--- src/rtl/countdown_timer.sv ---
// Loadable down-counting timer: one-cycle tick after N ce-qualified cycles,
// with optional auto-reload for periodic event generation.
module countdown_timer #(
  parameter int unsigned WIDTH = 16
) (
  input  logic             clk,
  input  logic             rst,
  input  logic             ce,
  input  logic             start,
  input  logic             stop,
  input  logic             auto_reload,
  input  logic [WIDTH-1:0] load_val,
  output logic [WIDTH-1:0] count,
  output logic             busy,
  output logic             tick
);

  typedef enum logic {IDLE, RUN} state_t;

  state_t           state;
  logic [WIDTH-1:0] reload_q;
  logic             mode_q;
  logic             load_ok;

  assign load_ok = start && (load_val != '0);

  always_ff @(posedge clk) begin
    if (rst) begin
      state    <= IDLE;
      count    <= '0;
      busy     <= 1'b0;
      tick     <= 1'b0;
      reload_q <= '0;
      mode_q   <= 1'b0;
    end else begin
      tick <= 1'b0;
      unique case (state)
        IDLE: begin
          if (load_ok) begin
            count    <= load_val;
            reload_q <= load_val;
            mode_q   <= auto_reload;
            state    <= RUN;
            busy     <= 1'b1;
          end
        end
        RUN: begin
          // A zero-length restart request aborts the run like stop does.
          if (stop || (start && !load_ok)) begin
            state <= IDLE;
            busy  <= 1'b0;
          end else if (load_ok) begin
            count    <= load_val;
            reload_q <= load_val;
            mode_q   <= auto_reload;
          end else if (ce) begin
            if (count > WIDTH'(1)) begin
              count <= count - WIDTH'(1);
            end else if (count == WIDTH'(1)) begin
              tick <= 1'b1;
              if (mode_q) begin
                count <= reload_q;
              end else begin
                count <= '0;
                state <= IDLE;
                busy  <= 1'b0;
              end
            end
          end
        end
        default: begin
          state <= IDLE;
          busy  <= 1'b0;
        end
      endcase
    end
  end

endmodule

--- config.mk ---
export PLATFORM = sky130hd
export DESIGN_NAME = countdown_timer
export DESIGN_NICKNAME = d
export VERILOG_FILES = /design/src/rtl/countdown_timer.sv
export SDC_FILE = /design/constraint.sdc
export NUM_CORES = 1
export LEC_CHECK = 0
export CORE_MARGIN = 3
export CORE_UTILIZATION = 46
export DETAILED_ROUTE_END_ITERATION = 8
export PLACE_DENSITY = 0.79
export SKIP_LAST_GASP = 1
export SLEW_MARGIN = 20
export SYNTH_ARGS = -nofsm -noshare
export SYNTH_HDL_FRONTEND = slang
export SYNTH_SLANG_ARGS = --single-unit
--- constraint.sdc ---
create_clock -name clk -period 2.4 [get_ports clk]
set_clock_uncertainty 0.15 [all_clocks]
set_input_delay 0.48 -clock clk [delete_from_list [all_inputs] [get_ports clk]]
set_output_delay 0.48 -clock clk [all_outputs]
set_load 0.005 [all_outputs]
# Word-level counts from Yosys, hierarchy flattened
# Index checks and enable logic that the tools add are counted.
totals:
  reg_bits: 36
  latch_bits: 0
  mem_bits_rw: 0
  rom_bits: 0
  in_bits: 22
  n_memories: 0
op_classes:
  addsub: 1
  multipliers: 0
  div: 0
  order_cmp: 1
  n_eq_ne: 10
  n_shift: 0
  mux: 31
  n_bitwise: 2
  reduce_logical: 8
op_table:
  columns: ["operator", "count"]
  rows:
  - ["two-way mux 16 bit", 9]
  - ["case mux 16 bit (2 select lines)", 2]
  - ["two-way mux 1 bit", 17]
  - ["equality test 16 x 1 -> 1 bit, second input constant", 1]
  - ["> comparator 16 x 1 -> 1 bit, second input constant", 1]
  - ["nonzero test 16 bit", 1]
  - ["subtractor 16 x 1 -> 16 bit, second input constant", 1]
  - ["!= test 3 x 2 -> 1 bit, second input constant", 4]
  - ["case mux 1 bit (2 select lines)", 3]
  - ["AND reduction 6 bit", 1]
  - ["OR reduction 6 bit", 1]
  - ["!= test 2 bit, second input constant", 2]
  - ["!= test 4 x 1 -> 1 bit, second input constant", 1]
  - ["AND reduction 4 bit", 1]
  - ["!= test 3 x 1 -> 1 bit, second input constant", 1]
  - ["!= test 3 bit, second input constant", 1]
  - ["logical AND 1 bit", 2]
  - ["NOT 1 bit", 2]
  - ["logical NOT 1 bit", 1]
  - ["logical OR 1 bit", 1]

# Depth between registers and ports, before layout
# Gate-level depths: netlist of run 1.
depth:
  word_depth: 7
  mapped_depth: 9
  depth_no_buf: 7

# Worst setup path before layout of run 1
# OpenSTA, ideal clock, no wires.
synth_timing:
  kind: "input to register"
  startpoint: "input port load_val[0]"
  endpoint: "register count[4]"
  setup_ps: 126
  arrival_time_ps: 2302
  t_required_ps: 2124
  slack_ps: -178
  path_stages: 9
  n_path_buf: 3
  path_cell_list: "or4_4 > o41ai_4 > a21oi_2 > buf_6 > a41o_1 > buf_6 > buf_6 > o21ai_0 > a31oi_1"
synth_between:
  elab_chain_len: 7
synth_lines:
  columns: ["item", "line_no", "source"]
  rows:
  - ["start: declaration", "12", "input logic [WIDTH-1:0] load_val,"]
  - ["nonzero test 16 bit *", "25", "assign load_ok = start && (load_val != '0);"]
  - ["logical AND 1 bit *", "25", null]
  - ["logical NOT 1 bit", "49", "if (stop || (start && !load_ok)) begin"]
  - ["logical AND 1 bit", "49", null]
  - ["logical OR 1 bit", "49", null]
  - ["!= test 2 bit (no line)", null, null]
  - ["AND reduction 4 bit (no line)", null, null]
  - ["end signal: assignment", "53", "count <= load_val;"]
  - ["end signal: assignment", "58", "count <= count - WIDTH'(1);"]
  - ["end signal: assignment", "62", "count <= reload_q;"]
  - ["end: declaration", "13", "output logic [WIDTH-1:0] count,"]
# Mark *: on every way between the ends. The rest lies on a longest branch, timed or not. The select of a mux whose other input is x is not followed.
# A chain may end at the register's enable or synchronous reset.

# Worst setup path after layout of run 1
layout_timing:
  startpoint: "input port load_val[0]"
  endpoint: "register count[15]"
# The elaborated chain is that of the path after synthesis.

==> results of run 1 <==
==> path summary, 6_finish.rpt <==
path | startpoint | to | slack (ns) | cells after the start
setup / recovery | load_val[0] | count[15] | -0.04 | 8
hold reg to reg | reload_q[14] | reload_q[14] | 0.34 | 2
setup reg to reg | count[0] | count[13] | 0.20 | 7
hold / removal | reload_q[14] | reload_q[14] | 0.34 | 2
==> synth_stat cells (all sizes together) <==
cell     n
nor2    36
dfxtp   36
nand2   37
a21bo    1
o211a    1
or3      1
a31oi    7
nand4    2
nor3     4
and2     1
and3     1
a211oi   3
inv      5
and4     1
o211ai   8
a311oi   6
mux2i   18
clkbuf   9
ha       2
o22ai    1
and4b    2
xor2     5
a32oi    1
a211o    1
a41o     1
o41ai    1
nand3    3
o31ai    1
nand4b   2
a21oi    9
and3b    1
o32ai    5
o21ai   10
or4      4
xnor2    6
nand3b   1
a221oi   1
nor4     2
buf      7
nor3b    1
==> registers in the layout (all words and copies together) (netlist names) <==
signal	count
tick	1
busy	1
count	16
mode_q	1
reload_q	16
state	1
==> kinds of logic after synthesis <==
logic type               after synthesis  share of synthesized area, %
AND/OR/NAND/NOR                       99                         23.70
AO/OA/AOI/OAI                         57                         21.26
flip-flops                            36                         35.19
buffers and inverters                 21                         5.131
multiplexers                          18                         8.796
XOR/XNOR                              11                         4.704
adder cells (fa/ha/maj)                2                         1.222
==> cell type report <==
| cell class | count | area, um2 | share of cell area (%) |
|---|---|---|---|
| clock buffers | 8 | 90.09 | 3.136 |
| inverters | 5 | 18.77 | 0.6533 |
| multi-input cells | 188 | 1296 | 45.12 |
| flip-flops and latches | 36 | 720.7 | 25.09 |
| well taps | 50 | 62.56 | 2.178 |
| repair buffers | 81 | 684.4 | 23.82 |
==> timing repair <==
item	4_1_cts	5_1_grt
gates cloned	1	0
hold endpoints to repair	0	0
pin swaps	11	13
resized for setup	48	22
setup buffers	3	4
endpoints found under the setup margin	35	16
==> where the power goes <==
| group | switching (uW) | leakage (uW) | internal [uW] | total (uW) |
|---|---|---|---|---|
| Combinational | 240 | 0.000824 | 246 | 486 |
| Clock | 201 | 0.0000455 | 234 | 435 |
| Sequential | 61.3 | 0.000297 | 644 | 706 |
| Total | 502 | 0.00117 | 1120 | 1630 |
==> per-layer routing <==
metal | part of all wire, % | vias up | track usage (%) | wire, um
li1 | - | 1032 | - | -
met1 | 45 | 1015 | 34.63 | 2832
met2 | 47 | 112 | 35.27 | 2937
met3 | 6.8 | 12 | 4.270 | 430
met4 | 1.6 | 0 | 7.172 | 99
met5 | 0 | - | 0 | 0
==> per-stage QoR <==
| step | std cells | power (uW) | hold WS (ns) | TNS, ns |
|---|---|---|---|---|
| 4_1_cts | 365 | 1599 | 0.3465 | 0 |
| 3_3_place_gp | 353 | 1156 | 0.3237 | -15.51 |
| 3_5_place_dp | 353 | 1163 | 0.3286 | -17.37 |
| 6_report | 368 | 1627 | 0.3430 | -0.08010 |
| 5_1_grt | 368 | 1701 | 0.3765 | -0.1798 |
| 2_1_floorplan | 244 | 959.5 | 0.3021 | -1.739 |
==> worst max-delay path, cell delays in order <==
cell and delay [ns]:
buf_6 0.10, or4_4 0.56, o41ai_4 0.51, nand2_2 0.18, buf_6 0.17, a211o_1 0.25, a21oi_2 0.16, a211oi_2 0.04
==> summary.md, run 1 <==
| Metric | Value |
|---|---|
| CTS tree | `built` |
| Fmax | `slightly above 400 MHz` |
| Sequential area share after synthesis | `around a third` |
| Syn Nets | `approximately 270` |
| Most common library cell in the layout ignoring fill and taps | `buf_4` |
| Endpoints failing setup | `3` |
| Cell Pwr Density | `about 570 mW/mm2` |
| Fill cells | `between 300 and 400` |
| Slew headroom | `between 70% and 80%` |
| Final instance area | `0.002873 mm2` |
| Layout area overhead | `40.26%` |
| Cell Area, Synth | `a little over 0.002 mm2` |
| Drt drc | `0` |
| Clock root buffer | `clkbuf_8` |
| Initial DRC count | `269` |
| Core area | `around 0.0041 mm2` |
| Vias in the first global route | `1922` |
| Failing checks | `setup timing` |
| RSZ-0062 raised after global routing | `yes` |
| Via Count | `about 2200` |
| Yosys cell types | `50` |
| Clk slew on worst S/H paths | `0.06 ns` |
| Die Area | `about 0.0053 mm2` |
| FP Rows | `23` |
| DRT Wirelength | `6.300 mm` |
| Cell taking the most area after synthesis | `dfxtp_1` |
| Critical Path RT | `~2.4 ns` |
| Worst Max-Slew Pin Slew | `~0.42 ns` |
| Total CTS buffers | `5` |
| Skew-Pair Late Insertion Delay | `slightly below 0.3 ns` |
| Setup CP Type | `in2reg` |
| Clock Sink Count | `36` |
| First-pass GRT wire length | `9.742 mm` |
| IO Port Bufs | `39` |
| Hold bufs inserted after CTS | `0` |
| Post-DP HPWL | `roughly 4.4 mm` |
| Post-placement setup slack | `-0.6150 ns` |
| Most frequent cells in the layout | `buf_4 (37), nand2_1 (36), dfxtp_1 (36), nor2_1 (35), clkdlybuf4s50_1 (23)` |
| P_leak | `around 0.0012 uW` |
| Worst Setup End Kind | `flip-flop` |
| Antenna violations before repair | `0` |
| Core Util, Final | `about 70%` |
| Final net count | `about 340` |
| Synth top area cells | `dfxtp_1 (35%), mux2i_1 (8.8%), nand2_1 (6.6%)` |
| DRT Pass-1 Iters | `6` |
| Routed Antenna Nets | `0` |
| Avg Cell Area, Syn | `approximately 8.4 um2` |
| Share of cells above drive strength 1 | `between 20% and 30%` |
| Ant diodes | `0` |
| Fin crit share | `101.5%` |
| Largest net degree at the start of global routing | `23` |
| Slew Limit Fails | `0` |
| Via/cell ratio | `5.899` |
| Longest Clk Path Bufs | `2` |
| Placed Area | `around 0.0027 mm2` |
| YS warnings | `0` |
| Die W | `72.73 um` |
| Worst min-delay path category | `reg2reg` |
| Gr ovfl total | `0` |
| Syn Inst Count | `between 200 and 250` |
| Post-route setup slack | `-0.03667 ns` |
| Element type at the critical path start | `input pin` |
| Min Tclk post-route | `between 2 and 2.5 ns` |
| GPL Wtd Cong | `roughly 0.89` |
| Ports | `40` |
| Max-cap violations | `0` |
| DR WL/cell | `between 15 and 20 um` |
| GRT Total Usage | `roughly a quarter` |
| Starting Density | `between 40% and 50%` |
| Die Ht | `72.73 um` |
| Final Hold Vio Count | `0` |
| Max IR drop VDD | `~0.4 mV` |
| Htree depth | `2` |
| Critical path arrival | `~2.5 ns` |
| Top cell type's share of synthesized area | `a little over a third` |
| Crit Path Max Fanout | `4` |
| Status | `finished, violations left` |
| Number of synthesized register bits | `36` |
No activity file was read; power rests on OpenSTA's default activity.
==> inputs of run 2 (changes only) <==
- CELL_PAD_IN_SITES_DETAIL_PLACEMENT: default -> 0
- CELL_PAD_IN_SITES_GLOBAL_PLACEMENT: default -> 1
- CORE_MARGIN: 3 -> 2
- CORE_UTILIZATION: 46 -> 34
==> summary.md, run 2 (synthesized netlist as in run 1, its figures left out) <==
| Metric | Value |
|---|---|
| Crit Path Max Fanout | `4` |
| Fmax | `roughly 420 MHz` |
| Antenna violations before repair | `0` |
| Final net count | `339` |
| Via Count | `between 2000 and 2500` |
| Worst Max-Slew Pin Slew | `0.5034 ns` |
| Post-placement setup slack | `-0.6241 ns` |
| Comb power frac | `between 20% and 30%` |
| Reg2Reg Setup Slack | `~0.18 ns` |
| Most common library cell in the layout ignoring fill and taps | `dfxtp_1` |
| Longest Clk Path Bufs | `2` |
| Post-placement cell count | `~380` |
| Vias in the first global route | `around 1800` |
| Min Tclk post-route | `between 2 and 2.5 ns` |
| Hold bufs inserted after CTS | `0` |
| Clock power frac | `between 20% and 30%` |
| Met2 Use GR | `~28%` |
| Total CTS buffers | `5` |
| Die W | `81.62 um` |
| Worst R2R Path Depth | `7` |
| Launching point of the worst reg2reg path | `count[9]` |
| GR Util met1 | `between 20 and 30%` |
| Multi-input logic area | `0.001262 mm2` |
| Sequential share of power | `43.4%` |
| Largest registers | `count (16), reload_q (16)` |
| Max-cap violations | `0` |
| Layout area overhead | `39.58%` |
| Gr ovfl total | `0` |
| Routed Antenna Nets | `0` |
| Drt drc | `0` |
| Worst min-delay path category | `reg2reg` |
| Critical Path Source | `load_val[1]` |
| Clock Sink Count | `36` |
| Largest net degree at the start of global routing | `31` |
| IO Port Bufs | `39` |
| DRT Pass-1 Iters | `4` |
| Element type at the critical path start | `input pin` |
| Max IR drop VDD | `around 0.24 mV` |
| Htree depth | `2` |
| Cell Pwr Density | `562.9 mW/mm2` |
| Reg area | `between 700 and 800 um2` |
| Worst Setup End Kind | `flip-flop` |
| Die Ht | `around 82 um` |
| P_leak | `0.001158 uW` |
| Initial DRC count | `around 160` |
| Min-delay src | `reload_q[8]` |
| Sw Pwr | `517.3 uW` |
| Status | `complete, no violations` |
| Via/cell ratio | `roughly 5.2` |
| Skew-Pair Late Insertion Delay | `0.29 ns` |
| Die Area | `between 0.006 and 0.007 mm2` |
| Final Hold Vio Count | `0` |
| GPL Wtd Cong | `a little over 0.8` |
| Post-route setup slack | `between 0.01 and 0.015 ns` |
| Power Internal | `roughly 1100 uW` |
| FP Rows | `28` |
| Crit-path most repeated cell | `buf_6` |
| Clock root buffer | `clkbuf_8` |
| Pwr Total | `about 1600 uW` |
| Share of cells above drive strength 1 | `25.32%` |
| First-pass GRT wire length | `roughly 9.8 mm` |
| Slew headroom | `66.39%` |
| Critical path arrival | `around 2.4 ns` |
| CTS tree | `built` |
| Fin crit share | `slightly below 100%` |
| R2R Path End | `count[13]` |
| DRT Wirelength | `6.030 mm` |
| Critical Path RT | `about 2.4 ns` |
| Global Route met3 Usage | `under 10%` |
| Ports | `40` |
| DR WL/cell | `between 15 and 20 um` |
| Setup CP Type | `in2reg` |
| Endpoints failing setup | `0` |
| Core area | `0.005886 mm2` |
| Most Crowded Layer GR | `met1` |
| Post-DP HPWL | `4.473 mm` |
| Most frequent cells in the layout | `dfxtp_1 (36), nor2_1 (35), nand2_1 (35), buf_4 (34), clkdlybuf4s50_1 (23)` |
| Fill cells | `580` |
| Hold endpoint | `reload_q[8]` |
| Max stage delay cell, worst path | `or4_4` |
| Crit-path max cell delay | `between 0.5 and 0.6 ns` |
| Switching share of total power | `roughly a third` |
| Clk slew on worst S/H paths | `0.08 ns` |
| Crit path cell chain | `buf_6 > or4_4 > o41ai_4 > nand2_2 > buf_6 > a211o_1 > a21oi_2 > a211oi_2` |
| Hold depth | `2` |
| Non-filler cells, final | `391` |
| GRT Total Usage | `between 15 and 20%` |
| Slew Limit Fails | `0` |
| Starting Density | `around a third` |
| Ant diodes | `0` |
-- run 2: changes by cell type in the layout (fill, tap and decap cells not counted), sizes merged --
cell,previous run,this run
dlygate4sd2,1,3
clkdlybuf4s15,3,2
clkinv,0,3
buf,48,42
-- run 2: metal layers --
metal  vias to the layer above  wire, um
met1                       953      3059
met4                         0        76
met2                        54      2616
li1                       1030         -
met3                         5       277
met5                         -         0
-- run 2: final cells by class --
| cell class | count | share of cell area [%] |
|---|---|---|
| Timing Repair Buffer | 79 | 23.63 |
| Multi-Input combinational cell | 188 | 44.16 |
| Clock inverter | 3 | 0.6565 |
| Clock buffer | 5 | 2.407 |
| Inverter | 5 | 0.6565 |
| Tap cell | 75 | 3.282 |
| Sequential cell | 36 | 25.21 |
-- run 2: worst max-delay path by stage --
stage               depth (start not counted)  slack (ns)         to
CTS                                         8       0.003  count[13]
detailed placement                          8       -0.62  count[13]
finish                                      8        0.01  count[15]
global placement                            8       -0.58  count[10]
floorplan                                   9       -0.15   count[2]
global route                                8       -0.02  count[15]
-- run 2: metrics by stage --
step / cell area, um2 / TNS (ns) / hold WS [ns] / utilization (%)
2_1_floorplan: 2053 / -1.739 / 0.3021 / -
3_3_place_gp: 2740 / -15.82 / 0.3189 / 46.56
3_5_place_dp: 2740 / -17.07 / 0.3342 / 46.56
4_1_cts: 2870 / 0 / 0.3520 / 48.77
5_1_grt: 2859 / -0.01899 / 0.3778 / 48.58
6_report: 2859 / 0 / 0.3518 / 48.58
-- run 2: power groups by stage --
| stage | Combinational, uW | Sequential, uW | Clock (uW) |
|---|---|---|---|
| floorplan | 259 | 701 | 0 |
| global placement | 465 | 708 | 0 |
| detailed placement | 465 | 711 | 0 |
| CTS | 475 | 697 | 441 |
| global route | 525 | 705 | 467 |
| finish | 480 | 699 | 431 |
-- run 2: critical path: cells and delay by family --
kind,cells,cell delay [ns]
compound gates,4,0.97
buf+inv,2,0.24
simple gates,2,0.71
-- run 2: what timing repair did --
action | CTS | global route
endpoints found under the setup margin | 35 | 31
buffers inserted | 2 | 1
pin swaps | 11 | 11
gates resized for setup | 36 | 25
gates cloned | 1 | 0
==> inputs of run 3 (changes only) <==
==> constraint.sdc (replaced) <==
create_clock -name clk -period 2.4 [get_ports clk]
set_clock_uncertainty 0.15 [all_clocks]
set_input_delay 0.6 -clock clk [delete_from_list [all_inputs] [get_ports clk]]
set_output_delay 0.6 -clock clk [all_outputs]
set_load 0.005 [all_outputs]
==> summary.md, run 3 (synthesized netlist as in run 1, its figures left out) <==
| Metric | Value |
|---|---|
| Power Internal | `around 1100 uW` |
| Die W | `81.62 um` |
| DR WL/cell | `approximately 16 um` |
| Fin crit share | `104.5%` |
| Worst Setup End Kind | `flip-flop` |
| Crit Path Max Fanout | `5` |
| Min-delay src | `reload_q[4]` |
| Reg2Reg Setup Slack | `about 0.080 ns` |
| Hold depth | `2` |
| Clk slew on worst S/H paths | `roughly 0.070 ns` |
| Endpoints failing setup | `16` |
| Clock root buffer | `clkbuf_8` |
| Pwr Total | `approximately 1700 uW` |
| GRT Total Usage | `about a fifth` |
| Most frequent cells in the layout | `dfxtp_1 (36), nand2_1 (35), nor2_1 (34), buf_4 (34), clkdlybuf4s50_1 (23)` |
| Via/cell ratio | `approximately 5.3` |
| Critical Path RT | `2.42 ns` |
| Uppermost layer routed | `met4` |
| Worst min-delay path category | `reg2reg` |
| Largest registers | `count (16), reload_q (16)` |
| Sw Pwr | `513.0 uW` |
| Share of cells above drive strength 1 | `between 20% and 30%` |
| Post-placement cell count | `~380` |
| Launching point of the worst reg2reg path | `count[2]` |
| Failing checks | `setup timing` |
| Routed Antenna Nets | `0` |
| Post-DP HPWL | `~4.3 mm` |
| Hold endpoint | `reload_q[4]` |
| Comb power frac | `30.3%` |
| Min Tclk post-route | `about 2.5 ns` |
| Non-filler cells, final | `between 300 and 400` |
| Worst Max-Slew Pin Slew | `around 0.55 ns` |
| Drt drc | `0` |
| FP Rows | `28` |
| DRT Pass-1 Iters | `4` |
| CTS tree | `built` |
| Slew headroom | `between 60 and 70%` |
| Clock Sink Count | `36` |
| Htree depth | `2` |
| Post-Route M1 WL | `around 3.1 mm` |
| Met2 wire len | `2.660 mm` |
| Clock power frac | `a little over a quarter` |
| Final Hold Vio Count | `0` |
| Sequential share of power | `a little over two fifths` |
| Metal3 WL | `~260 um` |
| Vias in the first global route | `1900` |
| Status | `finished, violations left` |
| Starting Density | `34.80%` |
| Longest Clk Path Bufs | `2` |
| P_leak | `between 0.001 and 0.0015 uW` |
| Element type at the critical path start | `input pin` |
| Total CTS buffers | `5` |
| Ant diodes | `0` |
| Setup CP Type | `in2reg` |
| Max IR drop VDD | `between 0.2 and 0.25 mV` |
| Fmax | `roughly 400 MHz` |
| RSZ-0062 raised after global routing | `yes` |
| Worst R2R Path Depth | `7` |
| Skew-Pair Late Insertion Delay | `between 0.2 and 0.3 ns` |
| Antenna violations before repair | `0` |
| First-pass GRT wire length | `about 9.7 mm` |
| IO Port Bufs | `39` |
| DRT Wirelength | `between 6 and 7 mm` |
| Ports | `40` |
| Slew Limit Fails | `0` |
| Final net count | `between 300 and 400` |
| Initial DRC count | `227` |
| Die Ht | `81.62 um` |
| Hold bufs inserted after CTS | `0` |
| Critical path arrival | `between 2 and 3 ns` |
| Core area | `~0.0059 mm2` |
| Largest net degree at the start of global routing | `31` |
| Max-cap violations | `0` |
| Cell Pwr Density | `approximately 560 mW/mm2` |
| GPL Wtd Cong | `about 0.84` |
| Most common library cell in the layout ignoring fill and taps | `dfxtp_1` |
| R2R Path End | `count[7]` |
| Layout area overhead | `45.08%` |
| Die Area | `between 0.006 and 0.007 mm2` |
| Switching share of total power | `just over 30%` |
| Post-route setup slack | `-0.1081 ns` |
| Via Count | `2071` |
| Gr ovfl total | `0` |
## run 3: worst max path at each step
stage	slack, ns	cells past startpoint	to	start
after detailed placement	-0.75	8	count[13]	load_val[10]
after global placement	-0.70	8	count[13]	load_val[10]
after global routing	-0.13	9	count[2]	load_val[7]
after CTS	-0.06	7	count[15]	load_val[14]
final	-0.11	8	count[15]	load_val[7]
after floorplan	-0.27	9	count[2]	load_val[7]
## run 3: per-layer routing
metal  vias to the layer above  GRT usage, %
met5                         -             0
met4                         0         7.333
met3                         7         2.967
met2                        51         27.54
met1                       980         28.13
li1                       1033             -
## run 3: layout make-up
cell class	count	area [um2]
Fill cell	557	2914
Multi-Input combinational cell	188	1324
Timing Repair Buffer	82	721.9
Sequential cell	36	720.7
Tap cell	75	93.84
Clock buffer	8	90.09
Inverter	5	21.27
## run 3: repair_timing
action / in CTS / in global routing
gates cloned: 1 / 1
buffers inserted: 1 / 7
resized for setup: 62 / 33
pin swaps: 14 / 10
endpoints found under the setup margin: 36 / 18
## run 3: through the flow
| step | setup WS (ns) | hold slack, ns | util, % | area (um2) | TNS (ns) |
|---|---|---|---|---|---|
| 6_report | -0.1081 | 0.3540 | 50.49 | 2972 | -0.8878 |
| 5_1_grt | -0.1311 | 0.3780 | 50.49 | 2972 | -1.269 |
| 4_1_cts | -0.05931 | 0.3522 | 48.34 | 2845 | -0.6324 |
| 3_5_place_dp | -0.7466 | 0.3352 | 46.17 | 2718 | -21.12 |
| 3_3_place_gp | -0.6985 | 0.3246 | 46.17 | 2718 | -20.26 |
| 2_1_floorplan | -0.2683 | 0.3021 | - | 2053 | -4.354 |
## run 3: power by group through the flow
stage / clock network, uW / logic [uW] / registers (uW)
global route: 480 / 545 / 711
floorplan: 0 / 259 / 701
finish: 447 / 501 / 705
CTS: 455 / 464 / 702
detailed placement: 0 / 453 / 714
global placement: 0 / 455 / 712
## run 3: critical path, stage by stage
cell	delay (ns)
buf_6	0.09
or4_4	0.57
o41ai_4	0.46
buf_4	0.20
inv_4	0.05
nor2_4	0.19
mux2i_1	0.27
a211oi_2	0.10
